## config.mk

```make
export PLATFORM = sky130hd
export DESIGN_NAME = tqv_peri_initiator
export DESIGN_NICKNAME = d
export VERILOG_FILES = /design/src/rtl/tqv_peri_initiator.sv
export SDC_FILE = /design/constraint.sdc
export NUM_CORES = 1
export LEC_CHECK = 0
export BUFFER_PORTS_ARGS = -buffer_cell sky130_fd_sc_hd__buf_2
export CAP_MARGIN = 40
export CORE_ASPECT_RATIO = 0.75
export CORE_MARGIN = 3
export CORE_UTILIZATION = 35
export DETAILED_ROUTE_END_ITERATION = 8
export SYNTH_ARGS = -nofsm -noshare
export SYNTH_HDL_FRONTEND = slang
export SYNTH_SLANG_ARGS = --single-unit
```

## constraint.sdc

```tcl
create_clock -name clk -period 2 [get_ports clk]
set_input_delay 0.2 -clock clk [delete_from_list [all_inputs] [get_ports clk]]
set_output_delay 0.2 -clock clk [all_outputs]
set_load 0.02 [all_outputs]
```

## src/rtl/tqv_peri_initiator.sv

```systemverilog
// tqv_peri_initiator: requester end of the TinyQV peripheral data bus.
// Takes one read/write command at a time on a valid/ready port, runs a single
// 8/16/32-bit bus transaction and returns status plus read data on a
// valid/ready response port. All bus-facing outputs are registered.
// Optional feature macro: TQV_INIT_TIMEOUT_EN (read wait limit of
// TIMEOUT_CYCLES, after which the read is closed and reported as an error).
module tqv_peri_initiator #(
  parameter int TIMEOUT_CYCLES = 16
) (
  input  logic        clk,
  input  logic        rst_n,
  input  logic        cmd_valid,
  output logic        cmd_ready,
  input  logic        cmd_write,
  input  logic [1:0]  cmd_size,
  input  logic [10:0] cmd_addr,
  input  logic [31:0] cmd_wdata,
  output logic        rsp_valid,
  input  logic        rsp_ready,
  output logic [31:0] rsp_rdata,
  output logic        rsp_err,
  output logic [10:0] addr_out,
  output logic [31:0] data_out,
  output logic [1:0]  data_write_n,
  output logic [1:0]  data_read_n,
  input  logic [31:0] data_in,
  input  logic        data_ready,
  output logic        data_read_complete
);

  typedef enum logic [2:0] {
    S_IDLE, S_WRITE, S_READ, S_COMPLETE, S_RESP
  } state_t;

  localparam logic [1:0] SZ_IDLE = 2'b11;

  // The 8-bit wait counter cannot represent a limit outside 1..255.
  if (TIMEOUT_CYCLES < 1 || TIMEOUT_CYCLES > 255) begin : g_bad_timeout
    $error("TIMEOUT_CYCLES must be in 1..255");
  end

  state_t      state_q, state_d;
  logic [1:0]  size_q, size_d;
  logic [10:0] addr_d;
  logic [31:0] data_d;
  logic [1:0]  write_n_d, read_n_d;
  logic        complete_d;
  logic        rsp_valid_d;
  logic [31:0] rdata_d;
  logic        err_d;
  logic [31:0] rd_masked;

`ifdef TQV_INIT_TIMEOUT_EN
  logic [7:0]  wait_q, wait_d;
`endif

  assign cmd_ready = (state_q == S_IDLE);

  // Zero-extend the returned word to the size of the access in flight.
  always_comb begin
    case (size_q)
      2'b00:   rd_masked = {24'd0, data_in[7:0]};
      2'b01:   rd_masked = {16'd0, data_in[15:0]};
      default: rd_masked = data_in;
    endcase
  end

  // Next-state and next-output logic; every register holds unless changed.
  always_comb begin
    state_d     = state_q;
    size_d      = size_q;
    addr_d      = addr_out;
    data_d      = data_out;
    write_n_d   = SZ_IDLE;           // write strobe lasts exactly one cycle
    read_n_d    = data_read_n;
    complete_d  = 1'b0;              // complete is a single-cycle pulse
    rsp_valid_d = rsp_valid;
    rdata_d     = rsp_rdata;
    err_d       = rsp_err;
`ifdef TQV_INIT_TIMEOUT_EN
    wait_d      = wait_q;
`endif
    case (state_q)
      S_IDLE: begin
        if (cmd_valid) begin
          size_d = cmd_size;
          addr_d = cmd_addr;
          data_d = cmd_wdata;
          if (cmd_size == SZ_IDLE) begin
            // Illegal size: answer straight away, bus stays idle.
            state_d     = S_RESP;
            rsp_valid_d = 1'b1;
            rdata_d     = 32'd0;
            err_d       = 1'b1;
          end else if (cmd_write) begin
            state_d   = S_WRITE;
            write_n_d = cmd_size;
          end else begin
            state_d  = S_READ;
            read_n_d = cmd_size;
`ifdef TQV_INIT_TIMEOUT_EN
            wait_d   = 8'd0;
`endif
          end
        end
      end
      S_WRITE: begin
        // The peripheral acks writes in the strobe cycle.
        state_d     = S_RESP;
        rsp_valid_d = 1'b1;
        rdata_d     = 32'd0;
        err_d       = 1'b0;
      end
      S_READ: begin
        if (data_ready) begin
          state_d    = S_COMPLETE;
          read_n_d   = SZ_IDLE;
          complete_d = 1'b1;
          rdata_d    = rd_masked;
          err_d      = 1'b0;
        end
`ifdef TQV_INIT_TIMEOUT_EN
        else begin
          wait_d = wait_q + 8'd1;
          if (wait_d == 8'(TIMEOUT_CYCLES)) begin
            // Still pulse complete so a responder holding state lets go.
            state_d    = S_COMPLETE;
            read_n_d   = SZ_IDLE;
            complete_d = 1'b1;
            rdata_d    = 32'd0;
            err_d      = 1'b1;
          end
        end
`endif
      end
      S_COMPLETE: begin
        state_d     = S_RESP;
        rsp_valid_d = 1'b1;
      end
      S_RESP: begin
        if (rsp_ready) begin
          state_d     = S_IDLE;
          rsp_valid_d = 1'b0;
        end
      end
      default: begin
        state_d     = S_IDLE;
        read_n_d    = SZ_IDLE;
        rsp_valid_d = 1'b0;
      end
    endcase
  end

  // State and registered outputs; reset drops any transaction in flight.
  always_ff @(posedge clk or negedge rst_n) begin
    if (!rst_n) begin
      state_q            <= S_IDLE;
      size_q             <= SZ_IDLE;
      addr_out           <= 11'd0;
      data_out           <= 32'd0;
      data_write_n       <= SZ_IDLE;
      data_read_n        <= SZ_IDLE;
      data_read_complete <= 1'b0;
      rsp_valid          <= 1'b0;
      rsp_rdata          <= 32'd0;
      rsp_err            <= 1'b0;
    end else begin
      state_q            <= state_d;
      size_q             <= size_d;
      addr_out           <= addr_d;
      data_out           <= data_d;
      data_write_n       <= write_n_d;
      data_read_n        <= read_n_d;
      data_read_complete <= complete_d;
      rsp_valid          <= rsp_valid_d;
      rsp_rdata          <= rdata_d;
      rsp_err            <= err_d;
    end
  end

`ifdef TQV_INIT_TIMEOUT_EN
  // Cycles spent in READ without data_ready.
  always_ff @(posedge clk or negedge rst_n) begin
    if (!rst_n) wait_q <= 8'd0;
    else        wait_q <= wait_d;
  end
`endif

endmodule
```

==> impl_metrics.ini, run 1 <==
[clock_network]
clock_latency_ns = 0.33
clk_path_buf_depth = 2
cts_root_buf = clkbuf_16
htreeDepth = 3
hold_buffers = 1
cts_setup_buffers = 0
clk_pin_slew_ns = 0.07
cts_tree = built
cts.repair.resized = 0
clock-sinks = 87
cts_made_buffers = 9

[sta]
fin_tns_setup_ns = 0
period_needed_ns = 1.69
slew_headroom = 0.644
worst_pin_slew_ns = 0.533
slew_viol_final = 0
setup_violations = 0
max_clock_freq_mhz = 592
rsz0062_at_grt = no
finalClockSkew_ns = 0.00620
finalHoldViolCount = 0
period_share = 0.845

[global_route]
grt_usage = 0.146
grt_pass1_wl_um = 13100
overflow = 0
antenna_found_initial = 0
grt_max_degree = 45
first_global_vias = 2646

[worst_hold_path]
hold_class = input port to register
worstHoldPathCells = 2

[critical_path]
r2r_end = addr_out[8]
crit_path_end_kind = register
crit_path_start = state_q[1]
critPathCapture = addr_out[8]
cp-start-kind = register
cp_max_fo = 44
crit_type = register to register
worstPathArrival_ns = 1.90
rr_worst_depth = 4
regToRegStartpoint = state_q[1]
r2r_slack_ns = 0.31
cp.required_ns = 2.21

[detailed_routing]
routedWlPerCell_um = 14.2
vias = 2684
via_per_inst = 4.53
drtIter0Drc = 122
drc_errors = 0
routed_wl_um = 8420
ant_nets = 0
first_pass_iters = 4

[layout]
antenna_cells = 0
final_common_cell = buf_2
final_layout_size_suffix_gt1_frac = 0.428
area_growth_pct = 34.8
final_area_sq_um = 4930
num-nets-final = 538
final_util = 0.497
layout_common_cells = buf_2, dfrtp_1, mux2_1

[place]
io_buffers = 165
placedInstanceArea_sq_um = 4610
gp_congestion = 0.746
place.detailed.hpwl_um = 6290

[pwr]
power_mw = 8.52
powerDensity_nw_per_um2 = 1730
peakVddDrop_mv = 0.749
p_leak_nw = 2.56

[floorplan]
start_util = 0.369
core-area_sq_um = 9930
die_area_sq_um = 11700
dieHeight_um = 94.6
die-width_um = 124
io_pins = 166
rows = 31

[run_status]
status = finished clean

[logic_synthesis]
synth-seq-cells = 87
synth_nets = 369
ys_seq_area_frac = 0.597
syn_area_per_cell_sq_um = 12.8
netlist_instances = 286
ys_types = 32
yosysWarnings = 0
syn-cell-area_sq_um = 3660

[run]
cap_violations = 0
==> critical path, cell delays in order (launching register included) <==
cell and delay, ns:
dfrtp_1 0.49, or2_4 0.32, nor2_4 0.12, buf_12 0.25, mux2_1 0.36
==> power breakdown <==
group | leakage, nW | switching (mW) | total, mW | internal, mW
Combinational | 1.33 | 2.27 | 3.78 | 1.51
Clock | 0.145 | 0.663 | 1.70 | 1.04
Sequential | 1.08 | 0.429 | 3.04 | 2.61
==> stage by stage <==
step           setup slack [ns]  hold WS, ns  cells
6_report                  0.311       0.0822    592
5_1_grt                   0.212       0.0686    592
4_1_cts                   0.297       0.0648    592
3_5_place_dp              0.312        0.221    575
3_3_place_gp              0.362        0.220    575
2_1_floorplan             0.404      -0.0956    286
==> routing by layer <==
layer,share of wire,GRT usage,up-vias
li1,-,-,1286
met1,0.44,0.191,1278
met2,0.45,0.224,110
met3,0.098,0.0545,10
met4,0.013,0.0492,0
met5,0,0,-
==> flip-flops by register name (all words and copies together), names as in the netlist <==
register,count
size_q,2
state_q,3
rsp_valid,1
data_out,32
rsp_rdata,32
addr_out,11
data_read_complete,1
data_write_n,2
rsp_err,1
data_read_n,2
==> cell type report <==
class | instances | area (sq um)
Clock inverter | 4 | 53.8
Inverter | 35 | 131
Multi-Input combinational cell | 150 | 1220
Sequential cell | 87 | 2180
Timing Repair Buffer | 172 | 921
Fill cell | 941 | 5000
Tap cell | 132 | 165
Clock buffer | 12 | 256
==> how the worst min path moves through the flow <==
stage                 start       endpoint  slack (ns)
6_report       cmd_wdata[9]    data_out[9]        0.08
5_1_grt         cmd_addr[9]    addr_out[9]        0.07
4_1_cts        cmd_wdata[3]    data_out[3]        0.06
3_5_place_dp          rst_n  rsp_rdata[30]        0.22
3_3_place_gp          rst_n  rsp_rdata[30]        0.22
2_1_floorplan         rst_n    addr_out[0]        -0.1
==> cell usage after synthesis <==
cell type | number | area share
mux2_1 | 45 | 0.14
and3_1 | 1 | 0.0017
mux2i_1 | 33 | 0.090
nor3_1 | 1 | 0.0014
nor2b_1 | 1 | 0.0017
nand3_1 | 2 | 0.0027
nor2_1 | 4 | 0.0041
buf_2 | 4 | 0.0055
and2_1 | 2 | 0.0034
or2_4 | 1 | 0.0024
or3_1 | 2 | 0.0034
nand2_1 | 34 | 0.035
a21oi_1 | 4 | 0.0055
o32a_1 | 2 | 0.0055
nand2b_1 | 3 | 0.0051
o21ai_1 | 2 | 0.0027
dfstp_2 | 6 | 0.043
mux2_2 | 1 | 0.0031
a221oi_1 | 1 | 0.0024
o22ai_1 | 1 | 0.0017
a221o_1 | 1 | 0.0027
o32ai_1 | 1 | 0.0024
buf_4 | 2 | 0.0041
nor2_4 | 1 | 0.0031
o21a_1 | 1 | 0.0021
dfrtp_1 | 81 | 0.55
o21ai_0 | 1 | 0.0014
inv_1 | 35 | 0.036
nor3b_2 | 1 | 0.0034
o22a_1 | 1 | 0.0024
a31oi_1 | 3 | 0.0051
buf_6 | 8 | 0.025
==> cells by family (layout without fill, tap and decap cells) <==
| logic type | count (synthesis) | count (layout) | synth area share |
|---|---|---|---|
| AOI/OAI and AO/OA | 18 | 18 | 0.0338 |
| DFF | 87 | 87 | 0.597 |
| and+or+nand+nor | 53 | 53 | 0.0673 |
| muxes | 79 | 79 | 0.232 |
| buffers and inverters | 49 | 223 | 0.0701 |
Power figures use the tool's default switching activity.
==> run 2, diff against run 1 <==
Settings changed: ABC_AREA set to 1.
Clock period 2 ns to 1.45 ns, I/O delays scaled along.
==> impl_metrics.ini, run 2 <==
[detailed_routing]
first_pass_iters = 5
drtIter0Drc = 229
ant_nets = 0
drc_errors = 0
routedWlPerCell_um = 14.9
via_per_inst = 4.77
routed_wl_um = 11200
vias = 3589

[clock_network]
clk_path_buf_depth = 2
cts_tree = built
htreeDepth = 3
clk_pin_slew_ns = 0.06
cts_root_buf = clkbuf_16
cts_made_buffers = 9
clock_latency_ns = 0.33
clock-sinks = 87

[floorplan]
die-width_um = 125
start_util = 0.362
core-area_sq_um = 10300
die_area_sq_um = 12000
rows = 32
dieHeight_um = 95.5
io_pins = 166

[pwr]
p_leak_nw = 3.08
power_mw = 12.2
powerDensity_nw_per_um2 = 2300
peakVddDrop_mv = 1.05

[logic_synthesis]
synth_nets = 519
synth_area_leaders = dfrtp_1, nand2_1, nand3_1, dfstp_2, nand4_1
ys.flop_type = dfrtp_1
synth_mux_area_frac = 0
synthXorXnorAreaFrac = 0
synth.top_cell.area_share = 0.542
syn-cell-area_sq_um = 3740
synth_largest_area_cell = dfrtp_1
ys_types = 23
synth_compound_area_frac = 0.0295
synth-edff-count = 0
synth-seq-cells = 87
synth.top_cells.by_count = nand2_1, dfrtp_1, nand3_1
yosysWarnings = 0
syn_area_per_cell_sq_um = 8.57
async_reset_ff_frac = 1.00
ys_seq_area_frac = 0.585
yosysMostFrequentCell = nand2_1
synth-simple-area-share = 0.329
netlist_instances = 436
synthAdderAreaFrac = 0
synth_top_family_by_area = simple AND/OR/NAND/NOR gates

[sta]
slew_viol_final = 0
setup_violations = 0
finalHoldViolCount = 0
finalClockSkew_ns = 0.00658
period_needed_ns = 1.39
worst_pin_slew_ns = 0.454
period_share = 0.961
max_clock_freq_mhz = 718
slew_headroom = 0.697
fin_tns_setup_ns = 0

[critical_path]
crit_path_end_kind = primary output
rr_worst_depth = 9
cp_max_fo = 3
regToRegStartpoint = state_q[1]
crit_chain = inv_2 > nand2_1 > nor2_4 > buf_12 > buf_6
cp_top_family = flip-flops
r2r_slack_ns = 0.09
r2r_end = rsp_rdata[22]
cp_slowest_stage_delay_ns = 0.40
crit_slowest_cell = dfrtp_1
worstPathBufferInverterCount = 3
crit_type = register to primary output
cp.required_ns = 1.31
cp-start-kind = register
worstPathArrival_ns = 1.25

[layout]
layout_common_cells = nand2_1, buf_2, dfrtp_1
reg.largest.list = data_out: 32 flops, rsp_rdata: 32 flops, addr_out: 11 flops
final_common_cell = nand2_1
num-nets-final = 696
final_layout_size_suffix_gt1_frac = 0.365
area_growth_pct = 41.7
antenna_cells = 0

[global_route]
first_global_vias = 3426
grt_usage = 0.183
overflow = 0
grt_max_degree = 48
grt_pass1_wl_um = 17500
antenna_found_initial = 0

[place]
gp_congestion = 0.767
place.detailed.hpwl_um = 7270
io_buffers = 165

[worst_hold_path]
hold_class = input port to register
worstHoldPathCells = 3
min-delay-start = cmd_wdata[6]
holdPathEnd = data_out[6]

[run]
cap_violations = 0

[run_status]
status = finished clean
==> run 2: changes by cell type after synthesis, sizes merged, moves of 7 or more <==
cell / change
nand2: +144
nand3: +63
mux2: -46
mux2i: -33
nor2: +18
inv: -17
nand4: +17
o21ai: +8
buf: +7
clkbuf: +7
==> run 2: cell type report <==
class                           instances  area (sq um)
Clock inverter                          4          47.5
Inverter                               18          67.6
Timing Repair Buffer                  194          1240
Multi-Input combinational cell        303          1350
Tap cell                              136           170
Sequential cell                        87          2190
Fill cell                            1008          5030
Clock buffer                           10           239
==> run 2: worst register-to-register path: stages, from the launching register on <==
cell       delay, ns
dfrtp_1         0.40
inv_2           0.07
nand2_1         0.08
nor2_4          0.14
buf_6           0.14
o21ai_4         0.08
nand2_4         0.10
clkbuf_16       0.18
nand2_1         0.06
nand2_1         0.06
==> run 2: layer usage <==
layer | up-vias | global-route usage | wire [um]
li1 | 1754 | - | -
met1 | 1674 | 0.261 | 5220
met2 | 156 | 0.265 | 4880
met3 | 5 | 0.0666 | 1040
met4 | 0 | 0.0460 | 69
met5 | - | 0 | 0
==> run 2: cells by family (layout without fill, tap and decap cells) <==
kind of cell / after synthesis / after routing
AO/OA/AOI/OAI: 17 / 17
flip-flops: 87 / 87
buffers and inverters: 46 / 226
AND/OR/NAND/NOR: 286 / 286
==> run 2: worst max-delay path by stage <==
stage | cells after the start | end | startpoint
after floorplan | 8 | addr_out[10] | state_q[1]
after global placement | 8 | data_read_n[1] | state_q[0]
after detailed placement | 8 | data_read_n[0] | state_q[0]
after CTS | 5 | cmd_ready | state_q[1]
after global routing | 8 | state_q[2] | state_q[0]
final | 5 | cmd_ready | state_q[1]
==> run 2: per-stage QoR <==
stage                     hold WS, ns  worst slack (ns)  utilization  instances  instance area (sq um)
after floorplan                -0.151             0.109            -        436                   3740
after global placement          0.110            0.0724        0.461        723                   4760
after detailed placement        0.108          -0.00893        0.461        723                   4760
after CTS                      0.0302           0.00952        0.501        747                   5180
after global routing           0.0419          -0.00747        0.513        752                   5300
final                          0.0434            0.0572        0.513        752                   5300
==> run 2: where the power goes <==
group / switching, mW / internal, mW
Sequential: 0.568 / 3.42
Clock: 0.913 / 1.36
Combinational: 3.66 / 2.26
==> run 2: what timing repair did <==
action	in CTS	in global routing
pin swaps	1	2
hold buffers	2	0
cloned	2	2
setup buffers	6	3
resized for setup	2	8
endpoints found under the setup margin	3	80
hold endpoints to repair	29	0
